**src/rtl/crc_net_pkg.sv**
```systemverilog
// Shared definitions for the CRC-8 receive path: frame states, CRC-8 constants
// and the single-bit CRC update used by the serial engine.
package crc_net_pkg;

    typedef enum logic [2:0] {
        IDLE    = 3'd0,
        LEN     = 3'd1,
        PAYLOAD = 3'd2,
        CRC     = 3'd3,
        DONE    = 3'd4
    } state_e;

    localparam logic [7:0] CRC8_POLY         = 8'h07;
    localparam logic [7:0] CRC8_INIT         = 8'h00;
    localparam logic [7:0] CRC8_GOOD_RESIDUE = 8'h00;

    // One MSB-first shift of the CRC-8 register with the incoming data bit.
    function automatic logic [7:0] crc8_step(input logic [7:0] crc, input logic data_bit);
        logic fb;
        fb = crc[7] ^ data_bit;
        return {crc[6:0], 1'b0} ^ (fb ? CRC8_POLY : 8'h00);
    endfunction

endpackage

```
**src/rtl/crc8_serial.sv**
```systemverilog
// Bit-serial CRC-8 engine (poly 0x07, no reflection). Clear has priority over
// enable; crc_next exposes the value loaded at the coming edge.
module crc8_serial
    import crc_net_pkg::*;
(
    input  logic       clk,
    input  logic       rst_n,
    input  logic       clear,
    input  logic       enable,
    input  logic       data_in,
    output logic [7:0] crc_next
);

    logic [7:0] r_crc;
    logic [7:0] w_crc_next;

    // Next CRC value: clear, shift in one bit, or hold.
    always_comb begin
        w_crc_next = r_crc;
        if (clear) begin
            w_crc_next = CRC8_INIT;
        end else if (enable) begin
            w_crc_next = crc8_step(r_crc, data_in);
        end else begin
            w_crc_next = r_crc;
        end
    end

    // CRC register.
    always_ff @(posedge clk or negedge rst_n) begin
        if (!rst_n) begin
            r_crc <= CRC8_INIT;
        end else begin
            r_crc <= w_crc_next;
        end
    end

    assign crc_next = w_crc_next;

endmodule

```
**src/rtl/crc8_rx_frame_ctrl.sv**
```systemverilog
// Receive frame controller: parses length-prefixed serial frames, reassembles
// payload bytes and checks the trailing CRC-8 through one crc8_serial instance.
module crc8_rx_frame_ctrl
    import crc_net_pkg::*;
#(
    parameter int MAX_LEN = 64
) (
    input  logic       clk,
    input  logic       rst,
    input  logic       sof,
    input  logic       bit_in,
    input  logic       bit_valid,
    output logic [7:0] byte_out,
    output logic       byte_valid,
    output logic [7:0] len_out,
    output logic       busy,
    output logic       frame_done,
    output logic       crc_ok,
    output logic       crc_err,
    output logic       len_err,
    output logic       abort
);

    localparam logic [7:0] MAX_LEN_B = 8'(MAX_LEN);

    state_e     r_state;
    state_e     w_state_next;
    logic [2:0] r_bit_cnt;
    logic [7:0] r_byte_cnt;
    logic [7:0] r_shift;
    logic [7:0] r_byte_out;
    logic       r_byte_valid;
    logic [7:0] r_len;
    logic       r_busy;
    logic       r_frame_done;
    logic       r_crc_ok;
    logic       r_crc_err;
    logic       r_len_err;
    logic       r_abort;

    logic       w_busy_state;
    logic       w_busy_next;
    logic       w_crc_clear;
    logic       w_crc_enable;
    logic [7:0] w_crc_next;
    logic       w_last_bit;
    logic       w_last_payload;
    logic       w_len_ok;
    logic [7:0] w_byte_full;

    // The byte being completed includes the bit on the wire this cycle.
    assign w_byte_full    = {r_shift[6:0], bit_in};
    assign w_last_bit     = w_crc_enable && (r_bit_cnt == 3'd7);
    assign w_last_payload = ((r_byte_cnt + 8'd1) == r_len);
    assign w_len_ok       = (w_byte_full != 8'd0) && (w_byte_full <= MAX_LEN_B);

    crc8_serial u_crc (
        .clk      (clk),
        .rst_n    (~rst),
        .clear    (w_crc_clear),
        .enable   (w_crc_enable),
        .data_in  (bit_in),
        .crc_next (w_crc_next)
    );

    // State register.
    always_ff @(posedge clk or posedge rst) begin
        if (rst) begin
            r_state <= IDLE;
        end else begin
            r_state <= w_state_next;
        end
    end

    // Next-state logic; sof restarts the frame from any state.
    always_comb begin
        w_state_next = r_state;
        if (sof) begin
            w_state_next = LEN;
        end else begin
            case (r_state)
                IDLE:    w_state_next = IDLE;
                LEN:     if (w_last_bit) w_state_next = w_len_ok ? PAYLOAD : IDLE;
                         else            w_state_next = LEN;
                PAYLOAD: if (w_last_bit && w_last_payload) w_state_next = CRC;
                         else                              w_state_next = PAYLOAD;
                CRC:     if (w_last_bit) w_state_next = DONE;
                         else            w_state_next = CRC;
                DONE:    w_state_next = IDLE;
                default: w_state_next = IDLE;
            endcase
        end
    end

    // FSM decode: busy flags and CRC engine control.
    always_comb begin
        w_busy_state = 1'b0;
        w_busy_next  = 1'b0;
        case (r_state)
            LEN, PAYLOAD, CRC: w_busy_state = 1'b1;
            default:           w_busy_state = 1'b0;
        endcase
        case (w_state_next)
            LEN, PAYLOAD, CRC: w_busy_next = 1'b1;
            default:           w_busy_next = 1'b0;
        endcase
        w_crc_clear  = (r_state == IDLE) || (r_state == DONE) || sof;
        w_crc_enable = bit_valid && w_busy_state && !sof;
    end

    // Bit/byte counters and payload shift register.
    always_ff @(posedge clk or posedge rst) begin
        if (rst) begin
            r_bit_cnt  <= 3'd0;
            r_byte_cnt <= 8'd0;
            r_shift    <= 8'd0;
        end else if (sof) begin
            r_bit_cnt  <= 3'd0;
            r_byte_cnt <= 8'd0;
            r_shift    <= 8'd0;
        end else if (w_crc_enable) begin
            r_bit_cnt <= r_bit_cnt + 3'd1;
            r_shift   <= w_byte_full;
            if ((r_state == PAYLOAD) && (r_bit_cnt == 3'd7)) begin
                r_byte_cnt <= r_byte_cnt + 8'd1;
            end
        end
    end

    // Registered outputs: strobes, latched length and CRC verdict.
    always_ff @(posedge clk or posedge rst) begin
        if (rst) begin
            r_byte_out   <= 8'd0;
            r_byte_valid <= 1'b0;
            r_len        <= 8'd0;
            r_busy       <= 1'b0;
            r_frame_done <= 1'b0;
            r_crc_ok     <= 1'b0;
            r_crc_err    <= 1'b0;
            r_len_err    <= 1'b0;
            r_abort      <= 1'b0;
        end else begin
            r_byte_valid <= w_last_bit && (r_state == PAYLOAD);
            if (w_last_bit && (r_state == PAYLOAD)) begin
                r_byte_out <= w_byte_full;
            end
            if (w_last_bit && (r_state == LEN)) begin
                r_len <= w_byte_full;
            end
            r_len_err    <= w_last_bit && (r_state == LEN) && !w_len_ok;
            r_frame_done <= w_last_bit && (r_state == CRC);
            r_crc_ok     <= w_last_bit && (r_state == CRC) && (w_crc_next == CRC8_GOOD_RESIDUE);
            r_crc_err    <= w_last_bit && (r_state == CRC) && (w_crc_next != CRC8_GOOD_RESIDUE);
            r_abort      <= sof && w_busy_state;
            r_busy       <= w_busy_next;
        end
    end

    assign byte_out   = r_byte_out;
    assign byte_valid = r_byte_valid;
    assign len_out    = r_len;
    assign busy       = r_busy;
    assign frame_done = r_frame_done;
    assign crc_ok     = r_crc_ok;
    assign crc_err    = r_crc_err;
    assign len_err    = r_len_err;
    assign abort      = r_abort;

endmodule
```
**config.mk**
```make
export PLATFORM = sky130hd
export DESIGN_NAME = crc8_rx_frame_ctrl
export DESIGN_NICKNAME = d
export VERILOG_FILES = /design/src/rtl/crc_net_pkg.sv /design/src/rtl/crc8_serial.sv /design/src/rtl/crc8_rx_frame_ctrl.sv
export SDC_FILE = /design/constraint.sdc
export NUM_CORES = 1
export LEC_CHECK = 0
export CORE_UTILIZATION = 45
export CTS_CLUSTER_SIZE = 24
export DETAILED_ROUTE_END_ITERATION = 6
export PLACE_DENSITY = 0.66
export SLEW_MARGIN = 20
export SYNTH_ARGS = -nofsm -noshare
export SYNTH_HDL_FRONTEND = slang
export SYNTH_SLANG_ARGS = --single-unit
```
**constraint.sdc**
```tcl
create_clock -name clk -period 2.5 [get_ports clk]
set_clock_uncertainty 0.15 [all_clocks]
set_input_delay 0.5 -clock clk [delete_from_list [all_inputs] [get_ports clk]]
set_output_delay 0.5 -clock clk [all_outputs]
set_load 0.02 [all_outputs]
```
# Word-level counts from Yosys, hierarchy flattened
# Index checks and enable logic that the tools add are counted.
# classes
add_sub_neg	2
n_lt_le_gt_ge	1
eq_ne	9
muxes	18
n_bitwise	2
n_reduce_logical	26
# op_table
cell	count
$mux W8	5
$reduce_bool A8 Y1	2
$mux W3	5
$mux W7	2
$logic_and A1 B1 Y1	13
$eq A3 B2 Y1 const B	4
$pmux W3 S3	1
$add A8 B1 Y8 const B	1
$eq A8 B8 Y1	1
$le A8 B7 Y1 const B	1
$logic_not A8 Y1	1
$xor A8 B8 Y8	1
$eq A3 B1 Y1 const B	2
$eq A3 B3 Y1 const B	2
$reduce_or A3 Y1	2
$mux W2	2
$reduce_bool A2 Y1	2
$add A3 B1 Y3 const B	1
$logic_not A3 Y1	1
$mux W1	3
$logic_not A1 Y1	2
$logic_or A1 B1 Y1	2
$reduce_and A2 Y1	1
$xor A1 B1 Y1	1
# word_totals
ff_bits	52
inputBits	5
out_inout_bits	23

# Logic depth before layout (Yosys ltp)
# depth
depth_word	13
ltp_mapped	8
depth_no_buf	6

# Modules after synthesis
# A second synthesis with hierarchy kept.
# unflattened
hier_cells	222
hier_area_um2	2394.8
# by_module_without_submodules
mod	instances	cells_each	area_per_inst_um2
crc8_rx_frame_ctrl	1	188	2028.2
crc8_serial	1	34	366.6

# Worst setup path before layout
# Ideal clock, no wire load.
# synth_path
path_kind	register to register
startpoint	register r_shift[2]
endpoint	register r_state[1]
setup_ns	0.078
arrival_time_ns	1.877
path_slack_ns	0.396
stages_incl_launch_ff	6
path_buffers	0
synth_period_minus_slack_ns	2.104
cell_sequence	dfrtp_1 > or4_4 > o31a_1 > or3_1 > or3_1 > a21boi_1
# synth_between
elab_chain_cells	6
elab_cells_between_ends	7
classes_between	order compare (1); mux (4); reduce/logical (2)
# synth_lines
element	line_no	text
start: declaration	crc8_rx_frame_ctrl.sv:30	logic [7:0] r_shift;
start signal: assignment	crc8_rx_frame_ctrl.sv:123	r_shift <= w_byte_full;
$le A8 B7 Y1 / $reduce_bool A8 Y1 (equally long branches)	crc8_rx_frame_ctrl.sv:55	assign w_len_ok = (w_byte_full != 8'd0) && (w_byte_full <= MAX_LEN_B);
$logic_and A1 B1 Y1 *	crc8_rx_frame_ctrl.sv:55	
$mux W2 * (2 in series)	crc8_rx_frame_ctrl.sv:83	LEN: if (w_last_bit) w_state_next = w_len_ok ? PAYLOAD : IDLE;
$pmux W3 S3 *	crc8_rx_frame_ctrl.sv:81	case (r_state)
$mux W3 *	crc8_rx_frame_ctrl.sv:78	if (sof) begin
via w_state_next[1]	crc8_rx_frame_ctrl.sv:27	state_e w_state_next;
end signal: assignment	crc8_rx_frame_ctrl.sv:71	r_state <= w_state_next;
end: declaration	crc8_rx_frame_ctrl.sv:26	state_e r_state;
# The timed path passes the listed nets; every way through them passes the cells marked *.
# A chain may end at the register's enable or synchronous reset.

# Final worst setup path
# layout_path
startpoint	input port bit_in
endpoint	register r_state[1]
# layout_between
elab_chain_cells	6
elab_cells_between_ends	7
classes_between	order compare (1); mux (4); reduce/logical (2)
# layout_lines
element	line_no	text
start: declaration	crc8_rx_frame_ctrl.sv:11	input logic bit_in,
$le A8 B7 Y1 / $reduce_bool A8 Y1 (equally long branches)	crc8_rx_frame_ctrl.sv:55	
$logic_and A1 B1 Y1 *	crc8_rx_frame_ctrl.sv:55	
$mux W2 * (2 in series)	crc8_rx_frame_ctrl.sv:83	
$pmux W3 S3 *	crc8_rx_frame_ctrl.sv:81	
$mux W3 *	crc8_rx_frame_ctrl.sv:78	
via w_state_next[1]	crc8_rx_frame_ctrl.sv:27	
# Marks and branches as above.

==> metrics <==
clk root buf clkbuf_8; Simple-Gate Fraction of Synth Area 18.2%; total power 1440 µW; sequential area share after synthesis 55.0%; Num CTS Buffers 5; number of unique standard cell types used by synthesis 36; Layout Utilization 56.6%; Final Wtd Congestion 0.759; number of fill cells 465; non-filler cells, final 328; Layout area overhead 21.3%; crit-path cells clkdlybuf4s50_1, or4_4, o31a_1, or3_1, or3_1, a21boi_1; DR WL/cell 13.9 µm; die extent in y 74.5 µm; Post-synth EDFFs 0; cts repair resizes 0; Final Max Tran Viols 0; crit path kind in -> reg; CP max stage delay 0.42 ns; TritonRoute pass-1 iters 4; htree depth 2; vias in the first global route 1564; Starting Density 46.6%; initial DRC count 129; GRT Util Overall 18.2%; Worst Path Buf+Inv 1; initial antenna violation count 0; CP max stage cell clkdlybuf4s50_1; # DRC 0; worst hold path class in -> async; f_max 0.443 GHz; multiplexer share of the synthesized area 8.04%; main combinational cell family by area after synthesis simple AND/OR/NAND/NOR gates; CP startpoint bit_in; clock buffer depth 2; Peak VDD IR 0.000265 V; Slew headroom 53.0%; setup bufs post-CTS 0; origin of the critical flop-to-flop path r_shift[2]; GRT overflow 0; Net Count, Synth 232; Hold Buf Count CTS 0; final hold viol count 0; CTS tree built; worst-margin pin slew 0.700 ns; max cap viols 0; Routed Wire Length 4570 µm; Worst Setup Start Kind input pin; cell family with most CP delay simple AND/OR/NAND/NOR gates; synth warn 0; # nets final 265; RSZ-0062 raised after global routing false; outcome completed; Port Buf Inserts 27; Die Width 74.5 µm; min Tclk post-route 2.26 ns; Post-Synthesis Cells 224; Worst path most repeated cell or3_1; CTS sink cnt 52; worst endpoint required time 2.58 ns; setup_tns 0 ns; final hold slack 0.324 ns; num rows 26; boundary pin count 28; Synth Cell Area 2370 µm²; CP Capture Type register; ANT cells 0; period utilization 90.4%; post-route ant nets 0; Final HPWL DP 3230 µm; Placeable Area 5070 µm²; clk_lat worst skew 0.30 ns; xor and xnor fraction of the mapped netlist area 8.51%; Post-synth top flop dfrtp_1; share of post-route cells with drive strength above 1 15.1%; CP max FO 2; asr flop ratio synth 100%; mean area per synthesized cell 10.6 µm²; Post-Synth Adder-Cell Area 1.59%; Worst-path clk slew 0.09 ns; DR vias/cell 5.23; P_leak 0.00130 µW; P per Cell Area 502 nW/µm²; first-pass GRT wire length 7530 µm; vias 1715; register bit count reported by yosys 52; die area 5550 µm²; WP data arrival 2.34 ns; Synth Area in Compound Gates 6.45%; Setup-failing EPs final 0; largest net degree at the start of global routing 39; dpl cells 320
per-layer routing:
metal | global-route usage, % | up-vias | part of all wire (%)
li1 | - | 833 | -
met1 | 26.9 | 841 | 52
met2 | 26.1 | 35 | 43
met3 | 4.07 | 6 | 3.4
met4 | 7.13 | 0 | 1.7
met5 | 0 | - | 0
final timing paths:
path                            slack, ns              to  cells past startpoint
worst max-delay path                 0.24      r_state[1]                      6
worst min-delay path                 0.32  u_crc.r_crc[4]                      2
worst max register to register       0.30      r_state[1]                      5
worst min register to register       0.36     byte_out[5]                      1
max in group asynchronous            1.37      r_state[1]                      3
min in group clk                     0.36     byte_out[5]                      1
worst reg2reg max path, delay by kind of cell, from the launching register on:
kind | cells | cell delay (ns)
AO/OA/AOI/OAI | 2 | 0.36
flip-flops | 1 | 0.43
AND/OR/NAND/NOR | 3 | 1.18
cell families (layout without fill, tap and decap cells):
family | Yosys count | in the layout
buffers and inverters | 14 | 48
adder cells (fa/ha/maj) | 3 | 3
flip-flops | 52 | 52
AO/OA/AOI/OAI | 26 | 26
XOR/XNOR | 23 | 23
multiplexers | 17 | 17
AND/OR/NAND/NOR | 89 | 89
final cells by class:
class / instances / area [µm²] / share of cell area, %
clock buffers: 8 / 90.1 / 3.14
inverters: 2 / 7.51 / 0.262
repair buffers: 38 / 365 / 12.7
flip-flops and latches: 52 / 1300 / 45.3
multi-input cells: 158 / 1020 / 35.5
well taps: 70 / 87.6 / 3.05
placed cells by master (no fill, tap or decap), types with 3 or more instances in the layout:
cell type	instances
a21oi_1	16
clkdlybuf4s50_1	27
nand2_1	39
nand4_1	5
nand3_1	5
dfrtp_1	52
buf_4	10
clkbuf_8	6
xor2_1	13
nor2_1	16
and3_1	5
nor3_1	4
ha_1	3
xnor2_1	10
mux2_2	16
where the power goes:
| group | internal, µW | leakage (µW) | switching [µW] |
|---|---|---|---|
| Combinational | 36.4 | 0.000545 | 56.0 |
| Clock | 226 | 0.0000455 | 261 |
| Sequential | 851 | 0.000709 | 9.66 |
Yosys cell counts, types with 2 or more instances:
master     n  area share, %
a21oi_1   16            3.4
a31oi_1    2           0.53
and3_1     5            1.3
clkbuf_1  12            1.9
dfrtp_1   52             55
ha_1       3            1.6
inv_1      2           0.32
mux2_2    16            7.6
nand2_1   39            6.2
nand3_1    5            1.1
nand4_1    5            1.3
nor2_1    16            2.5
nor2b_1    2           0.53
nor3_1     4           0.85
nor4_1     2           0.53
or3_1      2           0.53
xnor2_1   10            3.7
xor2_1    13            4.8
metrics by stage:
stage | area, µm² | worst slack (ns)
after detailed placement | 2780 | -0.0755
after CTS | 2870 | 0.241
after global placement | 2780 | -0.0616
after global routing | 2870 | 0.187
final | 2870 | 0.241
after floorplan | 2370 | 0.396
sequential cells by signal, summed over array words and instances (netlist names):
register,count
frame_done,1
crc_ok,1
r_byte_cnt,8
r_bit_cnt,3
byte_out,8
byte_valid,1
r_shift,7
len_out,8
len_err,1
crc_err,1
busy,1
abort,1
u_crc.r_crc,8
r_state,3
Note: power is estimated with default switching activity, not from simulation.
